==> src/rtl/regsum_pkg.sv <==
// -----------------------------------------------------------------------------
// regsum_pkg
// Shared types and constants for the register-file sum scanner.
//   - regsum_state_e : scanner FSM states (idle, scanning, result pulse)
//   - REGSUM_WIDTH   : default data width, matches the 4-bit register file
//   - REGSUM_SEL_W   : default read-select width
//   - REGSUM_WORDS   : default word count (2**REGSUM_SEL_W)
//   - SUM_W          : default total width; wide enough that a full scan cannot overflow
// -----------------------------------------------------------------------------
package regsum_pkg;

    localparam int unsigned REGSUM_WIDTH = 4;
    localparam int unsigned REGSUM_SEL_W = 2;
    localparam int unsigned REGSUM_WORDS = 4;
    localparam int unsigned SUM_W        = REGSUM_WIDTH + REGSUM_SEL_W;

    typedef enum logic [1:0] {
        StIdle = 2'd0,
        StScan = 2'd1,
        StDone = 2'd2
    } regsum_state_e;

endpackage

==> src/rtl/regsum_accum.sv <==
// -----------------------------------------------------------------------------
// regsum_accum
// Running total and running maximum (with index) over a stream of words.
// State updates on the falling edge of clk, like the register file it reads.
// The next-state values are exported so the owner can capture a result that
// already includes the word being sampled on the final edge.
// Ports:
//   clk          : clock (falling-edge active)
//   clr_n        : asynchronous active-low reset
//   i_clear      : synchronous clear of total, max and max index
//   i_en         : accept i_data/i_idx on this edge
//   i_data       : word being sampled
//   i_idx        : index of i_data
//   o_acc_next   : total after this edge
//   o_max_next   : largest word after this edge
//   o_idx_next   : index of that largest word after this edge
// -----------------------------------------------------------------------------
module regsum_accum
    import regsum_pkg::*;
#(
    parameter int unsigned WIDTH = REGSUM_WIDTH,
    parameter int unsigned SEL_W = REGSUM_SEL_W
) (
    input  logic                     clk,
    input  logic                     clr_n,
    input  logic                     i_clear,
    input  logic                     i_en,
    input  logic [WIDTH-1:0]         i_data,
    input  logic [SEL_W-1:0]         i_idx,
    output logic [WIDTH+SEL_W-1:0]   o_acc_next,
    output logic [WIDTH-1:0]         o_max_next,
    output logic [SEL_W-1:0]         o_idx_next
);

    localparam int unsigned SumW = WIDTH + SEL_W;

    logic [SumW-1:0]  r_acc;
    logic [WIDTH-1:0] r_max;
    logic [SEL_W-1:0] r_idx;

    logic [SumW-1:0]  w_acc_d;
    logic [WIDTH-1:0] w_max_d;
    logic [SEL_W-1:0] w_idx_d;

    always_comb begin
        w_acc_d = r_acc;
        w_max_d = r_max;
        w_idx_d = r_idx;
        if (i_clear) begin
            w_acc_d = '0;
            w_max_d = '0;
            w_idx_d = '0;
        end else if (i_en) begin
            w_acc_d = r_acc + SumW'(i_data);
            // Strict compare: on a tie the earlier (lower) index is kept.
            if (i_data > r_max) begin
                w_max_d = i_data;
                w_idx_d = i_idx;
            end
        end
    end

    always_ff @(negedge clk or negedge clr_n) begin
        if (!clr_n) begin
            r_acc <= '0;
            r_max <= '0;
            r_idx <= '0;
        end else begin
            r_acc <= w_acc_d;
            r_max <= w_max_d;
            r_idx <= w_idx_d;
        end
    end

    assign o_acc_next = w_acc_d;
    assign o_max_next = w_max_d;
    assign o_idx_next = w_idx_d;

endmodule

==> src/rtl/regfile_sum_scanner.sv <==
// -----------------------------------------------------------------------------
// regfile_sum_scanner
// Walks the register file read select over every word after a start request,
// then publishes the total, the largest word and its index with a one-cycle
// done pulse. All state changes on the falling edge of clk.
// Optional build macro:
//   REGSUM_CONT_EN : start held high in the result cycle goes straight back to
//                    scanning (period WORDS+1) instead of passing through idle.
// Ports:
//   clk      : clock (falling-edge active)
//   clr_n    : asynchronous active-low reset
//   start    : scan request, honoured only when idle (or in done, see macro)
//   q        : currently selected register-file word
//   msel     : register-file read select (this block is its only driver)
//   busy     : high while scanning
//   done     : one-cycle pulse while the results below are fresh
//   sum      : total of all words of the last completed scan
//   max_word : largest word of the last completed scan
//   max_idx  : index of max_word (lowest index on ties)
// -----------------------------------------------------------------------------
module regfile_sum_scanner
    import regsum_pkg::*;
#(
    parameter int unsigned WIDTH = REGSUM_WIDTH,
    parameter int unsigned WORDS = REGSUM_WORDS,
    parameter int unsigned SEL_W = REGSUM_SEL_W
) (
    input  logic                   clk,
    input  logic                   clr_n,
    input  logic                   start,
    input  logic [WIDTH-1:0]       q,
    output logic [SEL_W-1:0]       msel,
    output logic                   busy,
    output logic                   done,
    output logic [WIDTH+SEL_W-1:0] sum,
    output logic [WIDTH-1:0]       max_word,
    output logic [SEL_W-1:0]       max_idx
);

    localparam int unsigned     SumW    = WIDTH + SEL_W;
    localparam logic [SEL_W-1:0] LastIdx = SEL_W'(WORDS - 1);

    regsum_state_e    r_state;
    regsum_state_e    w_state_next;
    logic [SEL_W-1:0] r_idx;
    logic [SEL_W-1:0] w_idx_next;

    logic [SumW-1:0]  r_sum;
    logic [WIDTH-1:0] r_max_word;
    logic [SEL_W-1:0] r_max_idx;

    logic             w_scanning;
    logic             w_last;
    logic [SumW-1:0]  w_acc_next;
    logic [WIDTH-1:0] w_max_next;
    logic [SEL_W-1:0] w_max_idx_next;

    assign w_scanning = (r_state == StScan);
    assign w_last     = w_scanning && (r_idx == LastIdx);

    // Next-state logic. Scan counter restarts at 0 on every entry into scanning.
    always_comb begin
        w_state_next = r_state;
        w_idx_next   = r_idx;
        unique case (r_state)
            StIdle: begin
                w_idx_next = '0;
                if (start) begin
                    w_state_next = StScan;
                end
            end
            StScan: begin
                if (r_idx == LastIdx) begin
                    w_state_next = StDone;
                    w_idx_next   = '0;
                end else begin
                    w_idx_next = r_idx + SEL_W'(1);
                end
            end
            StDone: begin
                w_idx_next = '0;
`ifdef REGSUM_CONT_EN
                w_state_next = start ? StScan : StIdle;
`else
                w_state_next = StIdle;
`endif
            end
            default: begin
                w_state_next = StIdle;
                w_idx_next   = '0;
            end
        endcase
    end

    always_ff @(negedge clk or negedge clr_n) begin
        if (!clr_n) begin
            r_state <= StIdle;
            r_idx   <= '0;
        end else begin
            r_state <= w_state_next;
            r_idx   <= w_idx_next;
        end
    end

    // Accumulator is held clear whenever not scanning, so any entry into
    // scanning (from idle or directly from done) starts from zero.
    regsum_accum #(
        .WIDTH (WIDTH),
        .SEL_W (SEL_W)
    ) u_accum (
        .clk        (clk),
        .clr_n      (clr_n),
        .i_clear    (!w_scanning),
        .i_en       (w_scanning),
        .i_data     (q),
        .i_idx      (r_idx),
        .o_acc_next (w_acc_next),
        .o_max_next (w_max_next),
        .o_idx_next (w_max_idx_next)
    );

    // Results capture the accumulator's next value so the final word sampled
    // on the edge entering done is included.
    always_ff @(negedge clk or negedge clr_n) begin
        if (!clr_n) begin
            r_sum      <= '0;
            r_max_word <= '0;
            r_max_idx  <= '0;
        end else if (w_last) begin
            r_sum      <= w_acc_next;
            r_max_word <= w_max_next;
            r_max_idx  <= w_max_idx_next;
        end
    end

    assign msel     = w_scanning ? r_idx : '0;
    assign busy     = w_scanning;
    assign done     = (r_state == StDone);
    assign sum      = r_sum;
    assign max_word = r_max_word;
    assign max_idx  = r_max_idx;

endmodule

==> config.mk <==
export PLATFORM = sky130hd
export DESIGN_NAME = regfile_sum_scanner
export DESIGN_NICKNAME = d
export VERILOG_FILES = /design/src/rtl/regsum_pkg.sv /design/src/rtl/regsum_accum.sv /design/src/rtl/regfile_sum_scanner.sv
export SDC_FILE = /design/constraint.sdc
export NUM_CORES = 1
export LEC_CHECK = 0
export ABC_AREA = 1
export CORE_MARGIN = 1.5
export CORE_UTILIZATION = 30
export DETAILED_ROUTE_END_ITERATION = 10
export GPL_ROUTABILITY_DRIVEN = 0
export HOLD_SLACK_MARGIN = 0.12
export PLACE_DENSITY_LB_ADDON = 0.05
export SKIP_LAST_GASP = 1
export SLEW_MARGIN = 40
export SYNTH_ARGS = -nofsm -noshare
export SYNTH_HDL_FRONTEND = slang
export SYNTH_SLANG_ARGS = --single-unit
export TNS_END_PERCENT = 30
==> constraint.sdc <==
create_clock -name clk -period 1.6 [get_ports clk]
set_clock_uncertainty 0.2 [all_clocks]
set_input_delay 0.32 -clock clk [delete_from_list [all_inputs] [get_ports clk]]
set_output_delay 0.32 -clock clk [all_outputs]
set_load 0.01 [all_outputs]
==> metrics.txt <==
status=finished, violations left; failing checks=setup timing; Mapped Cells=around 170; worst-margin pin slew=0.208 ns; sequential share of power=29.6%; Place WS=-1.39 ns; core area=between 0.004 and 0.005 sq mm; initial DRC count=between 50 and 60; number of synthesized flops with an enable pin=0; Cell Pwr Density=between 1500 and 2000 mW/mm^2; hold_buf cts=0; Total Wirelength=roughly 3.5 mm; Primary FF master, synth=dfrtn_1; drt wl/cell=12.3 um; CP arrival=slightly below 2 ns; row count=24; Sw Ratio=39.5%; Mapped Area=~0.0014 sq mm; syn avg cell area=around 8.5 sq um; Cell Area, Placed=0.00195 sq mm; DIE AREA=between 0.005 and 0.006 sq mm; Die Y=between 70 and 80 um; Slowest-stage cell, CP=dfrtn_1; worst-path cell chain=buf_6 > nor2_8 > inv_4 > nor2_2 > buf_2; Num CTS Buffers=3; ys async rst share=between 90% and 100%; max-cap violation count=0; synth warn=0; VDD IR max=between 0.8 and 0.9 mV; Internal=~2.5 mW; Initial Utilization=a little under a third; combinational power share=~60%; ANT cells=0; I/O Buffers=22; hold crit path type=reg -> reg; max_slew headroom=between 80% and 90%; area occupied by multi-input gates=between 700 and 800 sq um; library cells used by synthesis=22; DR pass1 iterations=4; most common cell in the netlist=nand2_1; Crit path depth=5; critical path class=reg -> out; initial antenna violation count=0; Clock Path Buffers=2; DRC=0; clock power share=around a tenth; FF-to-FF path depth=8; CTS root buf=clkbuf_8; WP buf/inv=3; r2r endpoint=sum[4]$_DFFE_NN0P_; Setup-failing EPs final=40; R2R setup slack=-0.16 ns; Seq/Total Area, Yosys=between 40% and 50%; WP data required=1.08 ns; Worst path top cell family by delay=flip-flops; Yosys top cell area share=about half; Setup crit start=r_state[1]$_DFFE_NN0P_; vias per cell=4.57; RSZ-0062 raised after global routing=true; TritonCTS clock tree=built; crit-path max cell delay=around 0.36 ns; Synth Register Bits=28; Critical Path End Type=output port; top cells by count, synth=nand2_1 (48), dfrtn_1 (28), inv_1 (25), nand3_1 (10), ha_1 (9); crit path to=msel[1]; vias in the first global route=1,300; Fin. Hold Viols=0; Worst-Skew Late Latency=~0.28 ns; first-pass GRT wire length=just under 6 mm; CTS Sinks=28; IO Count=23; Sw Pwr=~1.6 mW; final instance area=0.00221 sq mm; total track usage=about 15%; P_leak=approximately 1.2 nW; largest net degree at the start of global routing=29; x dimension of the die=~70 um; gr ovfl total=0; Post-Syn Nets=around 180; worst reg2reg startpoint=u_accum.r_acc[0]$_DFF_NN0_; DRT antenna net count=0; CP Max Fanout=4; hpwl dp=2.41 mm; Seq. cell area=roughly 700 sq um; Setup WS post-layout=-0.903 ns; NumNets Final=approximately 250; Area Growth Syn to Fin=55.4%; H-tree depth=1; clock-pin slew on the worst setup and hold paths=0.06 ns; fill count=between 400 and 500; total chip power=4.17 mW; detailed-route via count=approximately 1,300; dominant cell type by area after synthesis=dfrtn_1; Synth area leaders=dfrtn_1 (49%), nand2_1 (13%), ha_1 (7.9%), inv_1 (6.6%), nand3_1 (3.5%); share of cells above drive strength 1=~42%; type of origin of the critical path=register; Pins Over Slew Limit=0
==> layout make-up <==
| cell class | instances | share of cell area, % |
|---|---|---|
| Clock buffer | 4 | 2.49 |
| Inverter | 29 | 5.03 |
| Multi-Input combinational cell | 107 | 35.4 |
| Sequential cell | 28 | 31.7 |
| Tap cell | 52 | 2.94 |
| Timing Repair Buffer | 61 | 22.5 |
==> layer usage <==
metal	routed length [um]	track usage [%]
met1	1730	21.0
met2	1560	23.1
met3	135	2.36
met4	26	4.40
met5	0	0
==> stage by stage <==
stage | hold slack, ns | utilization (%) | TNS, ns | std cells
after global routing | 0.270 | 49.4 | -25.82 | 281
after global placement | 0.225 | 43.6 | -47.89 | 262
after floorplan | 0.239 | - | -18.69 | 167
after CTS | 0.229 | 48.7 | -25.61 | 275
final | 0.224 | 49.4 | -23.75 | 281
after detailed placement | 0.225 | 43.6 | -48.52 | 262
==> logic make-up after synthesis <==
kind of cell             count (synthesis)  synth area share [%]
AO/OA/AOI/OAI                           10                  4.04
adder cells (fa/ha/maj)                 10                  9.31
buffers and inverters                   32                  8.79
flip-flops                              28                  49.2
AND/OR/NAND/NOR                         87                  28.6
==> flip-flops by register name (all words and copies together) (netlist names) <==
name and flops:
r_state 2, r_idx 2, u_accum.r_idx 2, u_accum.r_acc 6, max_idx 2, max_word 4, sum 6, u_accum.r_max 4
==> worst min-delay path: cells and delay by family (launching register included) <==
family | cells | cell delay [ns]
simple gates | 2 | 0.10
flops | 1 | 0.40
==> power by group through the flow <==
stage | Combinational [mW] | Sequential (mW) | Clock [mW]
2_1_floorplan | 1.15 | 1.28 | 0
3_3_place_gp | 2.17 | 1.23 | 0
3_5_place_dp | 2.17 | 1.24 | 0
4_1_cts | 2.42 | 1.24 | 0.457
5_1_grt | 2.80 | 1.28 | 0.486
6_report | 2.50 | 1.23 | 0.434
==> worst min-delay path by stage <==
stage | startpoint | to | slack [ns] | cells after the start
CTS | max_word[0]$_DFFE_NN0P_ | max_word[0]$_DFFE_NN0P_ | 0.23 | 2
global route | max_word[0]$_DFFE_NN0P_ | max_word[0]$_DFFE_NN0P_ | 0.27 | 2
detailed placement | max_word[0]$_DFFE_NN0P_ | max_word[0]$_DFFE_NN0P_ | 0.23 | 2
global placement | max_word[1]$_DFFE_NN0P_ | max_word[1]$_DFFE_NN0P_ | 0.22 | 2
finish | max_word[0]$_DFFE_NN0P_ | max_word[0]$_DFFE_NN0P_ | 0.22 | 2
floorplan | u_accum.r_acc[5]$_DFF_NN0_ | u_accum.r_acc[5]$_DFF_NN0_ | 0.24 | 3
==> cells in the final DEF (no fill, tap or decap), types with 2 or more instances in the layout <==
master	count
ha_4	8
a21oi_2	3
buf_2	10
nand2_4	2
clkbuf_8	4
buf_6	8
nand2_2	9
inv_2	4
dlygate4sd2_1	4
clkdlybuf4s50_1	2
dfrtn_1	28
nand3_2	2
and3_1	5
nor2_2	2
nor2_1	6
buf_8	2
buf_4	33
o21ai_0	3
nand3_1	8
inv_1	24
nand4_1	8
nand2_1	40
==> repair_timing <==
action                                  CTS  global route
resized for setup                        74            30
buffers inserted                          9             6
pin swaps                                26             5
endpoints found under the setup margin   41            40
(Power assumes the default switching activity.)
